`config.mk`:
```
export PLATFORM = sky130hd
export DESIGN_NAME = pc_fetch_sequencer
export DESIGN_NICKNAME = d
export VERILOG_FILES = /design/src/rtl/pc_fetch_sequencer.sv
export SDC_FILE = /design/constraint.sdc
export NUM_CORES = 1
export LEC_CHECK = 0
export CAP_MARGIN = 20
export CORE_AREA = 3 3 108 110
export DETAILED_ROUTE_END_ITERATION = 8
export DIE_AREA = 0 0 111 113
export PLACE_DENSITY = 0.79
export REMOVE_ABC_BUFFERS = 1
export SLEW_MARGIN = 20
export SYNTH_ARGS = -nofsm -noshare
export SYNTH_HDL_FRONTEND = slang
export SYNTH_SLANG_ARGS = --single-unit
export TNS_END_PERCENT = 20
```
`constraint.sdc`:
```
create_clock -name clk -period 2.1 [get_ports clk]
set_clock_uncertainty 0.1 [all_clocks]
set_input_delay 0.42 -clock clk [delete_from_list [all_inputs] [get_ports clk]]
set_output_delay 0.42 -clock clk [all_outputs]
set_load 0.05 [all_outputs]
```
`src/rtl/pc_fetch_sequencer.sv`:
```
// Purpose: owns the PC and runs one IMEM fetch at a time, handing each word to decode.
// Latency: REQ -> WAIT -> HOLD, so at best 3 cycles per instruction with a zero-wait IMEM.
// Backpressure: waits in REQ until imem_ready and in HOLD until dec_ready; no request while holding.
//
// Ports:
//   clk, rst_n                     core clock (rising edge), async active-low reset
//   imem_req/imem_addr/imem_ready  fetch request, address (= pc in REQ, else 0), accept
//   imem_rvalid/imem_rdata         fetch response, honoured only in WAIT
//   instr_valid/instr/instr_pc     registered instruction handed to decode
//   dec_ready                      decode consumes instr this cycle
//   redirect_en/redirect_target    taken branch/jump, highest priority in every state
//   halt_req/halted                halt at the next instruction boundary / sequencer parked
//   trap_valid                     1-cycle pulse on a misaligned redirect target
// Build option: define PC_MISALIGN_TRAP_EN to trap misaligned targets to TRAP_VECTOR;
// otherwise the target's low two bits are cleared and trap_valid stays 0.
module pc_fetch_sequencer #(
  parameter logic [31:0] RESET_VECTOR = 32'h0000_0000,
  parameter logic [31:0] TRAP_VECTOR  = 32'h0000_0010
) (
  input  logic        clk,
  input  logic        rst_n,
  output logic        imem_req,
  output logic [31:0] imem_addr,
  input  logic        imem_ready,
  input  logic        imem_rvalid,
  input  logic [31:0] imem_rdata,
  output logic        instr_valid,
  output logic [31:0] instr,
  output logic [31:0] instr_pc,
  input  logic        dec_ready,
  input  logic        redirect_en,
  input  logic [31:0] redirect_target,
  input  logic        halt_req,
  output logic        halted,
  output logic        trap_valid
);

  localparam logic [2:0] S_IDLE = 3'd0;
  localparam logic [2:0] S_REQ  = 3'd1;
  localparam logic [2:0] S_WAIT = 3'd2;
  localparam logic [2:0] S_HOLD = 3'd3;
  localparam logic [2:0] S_HALT = 3'd4;

  logic [2:0]  state;
  logic [31:0] pc;
  logic        squash;     // an accepted fetch is stale; drop its response
  logic        halt_pend;  // halt requested, not yet taken
  logic        halt_any;
  logic        redir_trap;
  logic [31:0] redir_pc;

  // Pending halt or one arriving this very cycle both stop at this boundary.
  assign halt_any = halt_pend | halt_req;

`ifdef PC_MISALIGN_TRAP_EN
  assign redir_trap = (redirect_target[1:0] != 2'b00);
`else
  logic [1:0] tgt_lo_unused;
  assign tgt_lo_unused = redirect_target[1:0];
  assign redir_trap    = 1'b0;
`endif

  // Without the trap option redir_trap is 0, so the low bits are simply cleared.
  assign redir_pc = redir_trap ? TRAP_VECTOR : {redirect_target[31:2], 2'b00};

  // Only the request side is decoded from state; everything else is registered.
  assign imem_req  = (state == S_REQ);
  assign imem_addr = imem_req ? pc : 32'h0;

  always_ff @(posedge clk or negedge rst_n) begin
    if (!rst_n) begin
      state       <= S_IDLE;
      pc          <= RESET_VECTOR;
      squash      <= 1'b0;
      halt_pend   <= 1'b0;
      instr_valid <= 1'b0;
      instr       <= 32'h0;
      instr_pc    <= 32'h0;
      halted      <= 1'b0;
      trap_valid  <= 1'b0;
    end else begin
      trap_valid <= redirect_en & redir_trap;
      if (halt_req) halt_pend <= 1'b1;

      case (state)
        S_IDLE: begin
          state <= S_REQ;
          if (redirect_en) pc <= redir_pc;
        end

        S_REQ: begin
          if (redirect_en) begin
            pc <= redir_pc;
            // Accepted in the same cycle: the old address is in flight, drop its data.
            if (imem_ready) begin
              squash <= 1'b1;
              state  <= S_WAIT;
            end
          end else if (imem_ready) begin
            state <= S_WAIT;
          end else if (halt_any) begin
            state     <= S_HALT;
            halted    <= 1'b1;
            halt_pend <= 1'b0;
          end
        end

        S_WAIT: begin
          if (redirect_en) pc <= redir_pc;
          if (imem_rvalid) begin
            // A redirect arriving with the response makes that response stale too.
            if (squash || redirect_en) begin
              squash <= 1'b0;
              state  <= S_REQ;
            end else begin
              instr       <= imem_rdata;
              instr_pc    <= pc;
              instr_valid <= 1'b1;
              state       <= S_HOLD;
            end
          end else if (redirect_en) begin
            squash <= 1'b1;
          end
        end

        S_HOLD: begin
          if (redirect_en) begin
            // Redirect wins over consumption: the held word is discarded, no pc+4.
            instr_valid <= 1'b0;
            pc          <= redir_pc;
            state       <= S_REQ;
          end else if (dec_ready) begin
            instr_valid <= 1'b0;
            pc          <= pc + 32'd4;
            if (halt_any) begin
              state     <= S_HALT;
              halted    <= 1'b1;
              halt_pend <= 1'b0;
            end else begin
              state <= S_REQ;
            end
          end
        end

        S_HALT: begin
          if (redirect_en) begin
            pc     <= redir_pc;
            halted <= 1'b0;
            state  <= S_REQ;
          end else begin
            halt_pend <= 1'b0;
          end
        end

        default: state <= S_IDLE;
      endcase
    end
  end

endmodule

```
## Word-level counts from Yosys, hierarchy flattened

Cells that the tools add are included.

- Register bits after elaboration: 103
- Bits of input ports: 71
- Output and inout bits: 100
- Logic and storage cells: 85

- $add $sub $neg: 1
- Equal/unequal tests: 19
- Mux-type cells: 42
- Bitwise logic cells: 2
- Reduce and logical (&&, ||, !) cells: 13

Operators by type and width:

| kind | number |
|---|---|
| two-way mux 32 bit | 4 |
| case mux 32 bit (2 select lines) | 1 |
| adder 32 x 3 -> 32 bit (second input constant) | 1 |
| two-way mux 3 bit | 9 |
| two-way mux 1 bit | 22 |
| case mux 3 bit (5 select lines) | 1 |
| != test 2 bit (second input constant) | 7 |
| != test 3 bit (second input constant) | 4 |
| AND reduction 5 bit | 2 |
| equality test 3 x 2 -> 1 bit (second input constant) | 2 |
| != test 2 x 1 -> 1 bit (second input constant) | 3 |
| case mux 1 bit (3 select lines) | 2 |
| AND reduction 3 bit | 2 |
| AND reduction 6 bit | 1 |
| nonzero test 2 bit | 3 |
| case mux 1 bit (2 select lines) | 2 |
| AND reduction 4 bit | 1 |
| OR reduction 4 bit | 1 |
| equality test 3 x 1 -> 1 bit (second input constant) | 1 |
| equality test 3 bit (second input constant) | 1 |
| zero test 3 bit | 1 |
| != test 3 x 1 -> 1 bit (second input constant) | 1 |
| nonzero test 3 bit | 1 |
| two-way mux 2 bit | 1 |
| other kinds (3) | 3 |

## Logic depth before layout (Yosys ltp)

Gate-level depths: netlist of run 1.

- Word-level depth: 5
- Depth in mapped cells: 8
- Mapped depth without buffers: 6

## Worst setup path after synthesis of run 1

Ideal clock, no wire load.

- Path kind: register to output
- Start point: register state[2]
- End point: output imem_addr[21]
- Arrival: 2.185 ns
- Required time: 1.580 ns
- Path slack: -0.605 ns
- Stages on the path, launching flop included: 6
- Path buffers: 2
- Cell sequence: dfrtp_1 -> nand2b_1 -> clkbuf_1 -> nor2_1 -> clkbuf_1 -> and2_1

- Cells in the longest elaborated chain, start to end: 2

Ends and longest elaborated chain:

| item | line | text |
|---|---|---|
| from (decl) | 44 | `logic [2:0] state;` |
| from (signal assigned) | 72 | `state <= S_IDLE;` |
| from (signal assigned) | 87 | `state <= S_REQ;` |
| from (signal assigned) | 97 | `state <= S_WAIT;` |
| equality test 3 x 1 -> 1 bit | 67 | `assign imem_req = (state == S_REQ);` |
| via imem_req | 22 | `output logic imem_req,` |
| two-way mux 32 bit | 68 | `assign imem_addr = imem_req ? pc : 32'h0;` |
| to (decl) | 23 | `output logic [31:0] imem_addr,` |

The timed path passes the listed nets, and every way through them passes these cells.

## Worst setup path after layout of run 1

- Start point: register state[2]
- End point: output imem_addr[15]

- Cells in the longest elaborated chain, start to end: 2

Ends and longest elaborated chain:

| item | line |
|---|---|
| equality test 3 x 1 -> 1 bit | 67 |
| two-way mux 32 bit | 68 |

No other way between the ends.

==> flow_metrics.tcl, run 1 <==
set metrics [dict create \
    final_common_cell "clkdlybuf4s50_1" \
    synth_cell_types 57 \
    vias_per_cell 5.43 \
    finalHoldViolations 0 \
    pin_count 171 \
    nets 708 \
    power_mw 13.2 \
    vdd_ir_drop_max_uv 1160 \
    cts_tree "done" \
    worstSetupStartpointType "register" \
    start_util_pct 45.0 \
    globalplace.congestion 0.834 \
    synth_ff_type "dfrtp_1" \
    synthMuxAreaShare_pct 13.4 \
    synthAdderAreaFrac_pct 0.257 \
    place_hpwl_microns 10100 \
    grt_pass1_wl_microns 22100 \
    n_antenna_cell 0 \
    async_flop_share_pct 100 \
    crit_arrival_ps 1580 \
    slew_headroom_pct 60.5 \
    clock.fmax_mhz 477 \
    drc 0 \
    drt-total-wl_microns 13600 \
    syn_to_final_growth_pct 56.0 \
    crit_type "register to output pin" \
    synth_top_family_by_area "simple AND/OR/NAND/NOR gates" \
    setup_viol 0 \
    cts_buffers 9 \
    synth_xor_area_share_pct 0 \
    yosysWarnings 0 \
    antenna_found_initial 0 \
    synth-edff-count 0 \
    cts_sinks 99 \
    die_h_microns 113 \
    vias 4240 \
    fp.dieW_microns 111 \
    crit_required_ps 1580 \
    layout.cells.non_filler 781 \
    grt.overflow.total 0 \
    wire_per_inst_microns 17.5 \
    worstPathMaxFanout 20 \
    grt_use_total_pct 21.8 \
    clkLatencyLatePin_ps 360 \
    die_area_sq_um 12500 \
    clk_path_buf_depth 2 \
    grt_start_max_net_pins 48 \
    drtIter0Drc 204 \
    layout_common_cells "clkdlybuf4s50_1 (111), dfrtp_1 (96), mux2_1 (57)" \
    synthSimpleGateAreaFrac_pct 16.5 \
    grt_pass1_vias 4338 \
    num_rows 38 \
    power_density_nw_per_um2 1740 \
    synth_compound_area_share_pct 14.5 \
    hp-class "register to register" \
    drt-pass1-iter-count 4 \
    rsz0062_at_grt "yes" \
    drive_gt1_share_pct 20.4 \
    h-tree-depth 3 \
    ys_ff_latch 99 \
    layout_worst_path_cycle_share_pct 99.9 \
    drv_cap 0 \
    critPathCaptureType "output pin" \
    synthCells 450 \
    dp.cells 762 \
    ant_nets 0 \
    slew_violations 0 \
    dpl_cell_area_sq_um 7200 \
    coreArea_sq_um 10800 \
    status "finished clean" \
    fin_crit_ps 2100 \
    synth_area_sq_um 4860 \
    io_buffers 163 \
    fin_area_sq_um 7580 \
    yosysSeqAreaShare_pct 51.0 \
    post-place-ws_ps -229 \
    post-route-util_pct 70.3 \
    hold_slack_ps 379 \
    timing.final.ws_setup_ps 1.95 \
    postSynthAreaPerCell_sq_um 10.8 \
    leakage_nw 3.50 \
    clkTransAtPathRegs_ps 100 \
    tns_ps 0 \
    root_buffer "clkbuf_8" \
    tightest_slew_ps 592 \
]
==> critical path, cell delays in order, from the launching register on <==
cell and delay, ps:
dfrtp_2 410, nand2b_4 150, nor2_4 120, buf_12 180, and2_1 190, buf_12 140
==> per-layer routing <==
layer,GRT usage [%],part of all wire (%),up-vias
met5,0,0,-
met2,37.1,49,169
li1,-,-,2004
met4,7.22,1.5,0
met3,4.39,7.1,13
met1,28.1,42,2054
==> report_power, final <==
part	internal, mW	switching (mW)	total, mW
Combinational	3.42	4.96	8.37
Sequential	2.74	0.671	3.41
Clock	0.713	0.670	1.38
Total	6.87	6.30	13.2
==> final timing paths <==
kind                                from             to  slack [ps]  cells past startpoint
worst max-delay path            state[2]  imem_addr[15]           2                      5
worst min-delay path              halted         halted         380                      2
worst max register to register  state[0]         pc[29]         120                      6
worst min register to register    halted         halted         380                      2
max in group asynchronous          rst_n       state[1]         780                      3
min in group asynchronous          rst_n      instr[27]         500                      2
==> cells in the mapped netlist (3+ instances only) <==
| cell type | number | area [sq um] |
|---|---|---|
| nand3_1 | 20 | 100 |
| o21a_1 | 3 | 22.5 |
| and2_1 | 27 | 169 |
| and3_1 | 4 | 25.0 |
| nand2_1 | 30 | 113 |
| dfrtp_1 | 99 | 2480 |
| nor3_1 | 7 | 35.0 |
| o311ai_1 | 8 | 70.1 |
| o21ai_0 | 18 | 90.1 |
| o21ai_1 | 6 | 30.0 |
| a22oi_1 | 11 | 82.6 |
| and4_1 | 3 | 26.3 |
| a31oi_1 | 6 | 37.5 |
| buf_1 | 4 | 15.0 |
| buf_2 | 12 | 60.1 |
| a21o_1 | 4 | 30.0 |
| o22a_1 | 3 | 26.3 |
| or4_1 | 4 | 30.0 |
| or3_1 | 3 | 18.8 |
| buf_4 | 9 | 67.6 |
| mux2_1 | 57 | 642 |
| o211ai_1 | 4 | 30.0 |
| a21oi_1 | 27 | 135 |
| nand4_1 | 6 | 37.5 |
| inv_1 | 7 | 26.3 |
| clkbuf_1 | 10 | 37.5 |
| a2bb2oi_1 | 3 | 26.3 |
| o22ai_1 | 5 | 31.3 |
| nor2_1 | 20 | 75.1 |
==> cells by family (layout without fill, tap and decap cells) <==
group	after synthesis	after routing
AND/OR/NAND/NOR	140	140
AO/OA/AOI/OAI	108	108
flip-flops	99	99
multiplexers	58	58
buffers and inverters	43	230
adder cells (fa/ha/maj)	1	1
other	1	5
==> flip-flops by register name, summed over array words and instances (netlist names) <==
| signal | flops |
|---|---|
| instr_valid | 1 |
| pc | 30 |
| instr | 32 |
| halted | 1 |
| squash | 1 |
| halt_pend | 1 |
| instr_pc | 30 |
| state | 3 |
==> timing repair <==
action	4_1_cts	5_1_grt
pin swaps	0	2
gates resized for setup	13	30
endpoints found under the hold margin	37	0
buffers inserted	2	0
setup endpoints to repair	34	57
hold buffers	1	0
==> area by class of cell <==
cell class | count | area, sq um
clock buffers | 11 | 141
clock inverters | 5 | 85.1
fillers | 812 | 3210
inverters | 8 | 30.0
multi-input cells | 312 | 2290
flip-flops and latches | 99 | 2480
well taps | 140 | 175
repair buffers | 206 | 2380
No activity file was read; power rests on OpenSTA's default activity.
==> inputs of run 2 (changes only) <==
CORE_AREA = 2 2 107 109   (was 3 3 108 110)
DIE_AREA = 0 0 109 111   (was 0 0 111 113)
PLACE_DENSITY = 0.81   (was 0.79)
SETUP_SLACK_MARGIN = 0.5   (was default)
==> run 2 against run 1 <==
Against the previous run:
- the flow now finishes with violations (negative setup slack)
- first-iteration DRC count grew 68%
- utilization grew 2.3 points
- via count grew 7.1%
- clock-buffer cell count shrank 2
- hold slack gained 3.8 ps
- non-clock buffer count grew 24
- wire length grew 15%
- critical endpoint is now imem_addr[12]
==> flow_metrics.tcl, run 2 (synthesis results as in run 1) <==
set metrics [dict create \
    status "finished with violations" \
    violations "negative setup slack" \
    worstPathMaxFanout 7 \
    finalHoldViolations 0 \
    drc 0 \
    fin_crit_ps 2150 \
    grt_use_total_pct 24.2 \
    place_hpwl_microns 9800 \
    ant_nets 0 \
    nets 732 \
    cts_tree "done" \
    dp.cells 769 \
    cp_common_cell "buf_6" \
    antenna_found_initial 0 \
    clkLatencyLatePin_ps 340 \
    layout_common_cells "dfrtp_1 (92), clkdlybuf4s50_1 (65), buf_2 (55)" \
    vdd_ir_drop_max_uv 1160 \
    die_h_microns 111 \
    cp_cell_sequence "buf_6, nor2_4, buf_6, clkbuf_16, and2_4, buf_12" \
    cts_buffers 9 \
    layout.cells.non_filler 807 \
    use_met3_pct 5.64 \
    h-tree-depth 3 \
    path_delay_family "buffers and inverters" \
    coreArea_sq_um 11100 \
    regMostFlops "instr" \
    post-place-ws_ps -236 \
    grt_pass1_vias 4573 \
    drtIter0Drc 342 \
    wire_per_inst_microns 19.4 \
    gr-usage-met2_pct 42.7 \
    fill_cells 782 \
    setup_viol 20 \
    n_antenna_cell 0 \
    vias_per_cell 5.63 \
    drv_cap 0 \
    grt.overflow.total 0 \
    cp.buffers_inverters 4 \
    rsz0062_at_grt "yes" \
    largest_register_ffs 32 \
    drt-pass1-iter-count 5 \
    holdPathStages 1 \
    critPathCaptureType "output pin" \
    start_util_pct 43.9 \
    leakage_nw 3.69 \
    clock.fmax_mhz 466 \
    num_rows 39 \
    fp.dieW_microns 109 \
    io_buffers 163 \
    vias 4541 \
    crit_type "register to output pin" \
    hp-class "register to register" \
    die_area_sq_um 12100 \
    crit_arrival_ps 1630 \
    grt_start_max_net_pins 53 \
    pin_count 171 \
    clk_path_buf_depth 2 \
    post-route-util_pct 72.5 \
    timing.final.ws_setup_ps -45.7 \
    top_regs "instr x32, instr_pc x30, pc x30" \
    root_buffer "clkbuf_16" \
    cp_num_cells 6 \
    r2r_cells 8 \
    slew_violations 0 \
    crit_required_ps 1580 \
    multi_input_area_sq_um 2610 \
    globalplace.congestion 0.863 \
    slowest_stage "dfrtp_1" \
    final-seq-area_sq_um 2490 \
    tns_ps -566 \
    grt_pass1_wl_microns 22900 \
    grtUsageMet1_pct 28.5 \
    drt-total-wl_microns 15700 \
    final_common_cell "dfrtp_1" \
    max_stage_delay_ps 410 \
    power_density_nw_per_um2 1780 \
    clkTransAtPathRegs_ps 60 \
    layout_worst_path_cycle_share_pct 102 \
    syn_to_final_growth_pct 65.2 \
    worstSetupStartpointType "register" \
    cts_sinks 99 \
    busiest_layer "met2" \
    drive_gt1_share_pct 41.3 \
]
==> run 2: cell count changes in the layout (fill, tap and decap cells not counted), sizes merged, moves of 2 or more <==
cell           previous run  this run
buf                      77       152
clkdlybuf4s15             0         7
dlygate4sd2               0         2
clkinvlp                  0         3
clkdlybuf4s50           111        65
dlymetal6s2s             17         0
==> run 2: final cells by class <==
| cell class | instances | area share, % |
|---|---|---|
| multi-input combinational | 312 | 32.5 |
| sequential | 99 | 31.0 |
| timing repair buffer | 230 | 30.3 |
| clock buffer | 9 | 2.80 |
| tap | 143 | 2.23 |
| clock inverter | 6 | 0.826 |
| inverter | 8 | 0.374 |
==> run 2: report_power, final <==
part           total (mW)  leakage, nW  internal [mW]  switching [mW]
Clock                1.65        0.134          0.920           0.731
Combinational        9.21         2.33           3.75            5.46
Sequential           3.43         1.23           2.76           0.676
Total                14.3         3.69           7.43            6.87
==> run 2: repair_timing <==
action / 4_1_cts / 5_1_grt
gates cloned: 1 / 3
buffers inserted: 6 / 12
setup endpoints to repair: 186 / 172
gates resized for setup: 261 / 167
pin swaps: 15 / 54
hold buffers: 1 / 0
hold endpoints to repair: 15 / 0
==> run 2: final timing paths <==
check | startpoint | end | slack (ps)
worst max-delay path | state[1] | imem_addr[12] | -50
worst min-delay path | instr_pc[8] | instr_pc[8] | 380
worst max register to register | state[1] | instr[2] | 70
worst min register to register | instr_pc[8] | instr_pc[8] | 380
max in group asynchronous | rst_n | pc[16] | 800
min in group asynchronous | rst_n | instr_pc[20] | 390
==> run 2: metal layers <==
layer | part of all wire [%] | up-vias
met5 | 0 | -
met4 | 2.2 | 0
met3 | 8.9 | 37
met2 | 51 | 234
met1 | 38 | 2208
li1 | - | 2062
==> run 2: through the flow <==
stage	instance area, sq um	hold slack (ps)	power (mW)
after floorplan	4700	24.4	7.94
after global placement	7240	205	11.4
after detailed placement	7240	205	11.7
after CTS	7820	377	13.8
after global routing	8030	408	14.9
final	8030	383	14.3
==> inputs of run 3 (changes only) <==
CAP_MARGIN = 30   (was 20)
CTS_CLUSTER_DIAMETER = 100   (was default)
CTS_CLUSTER_SIZE = 30   (was default)
==> results of run 3 <==
Final layout, timing and power as in run 2 (identical DEF).
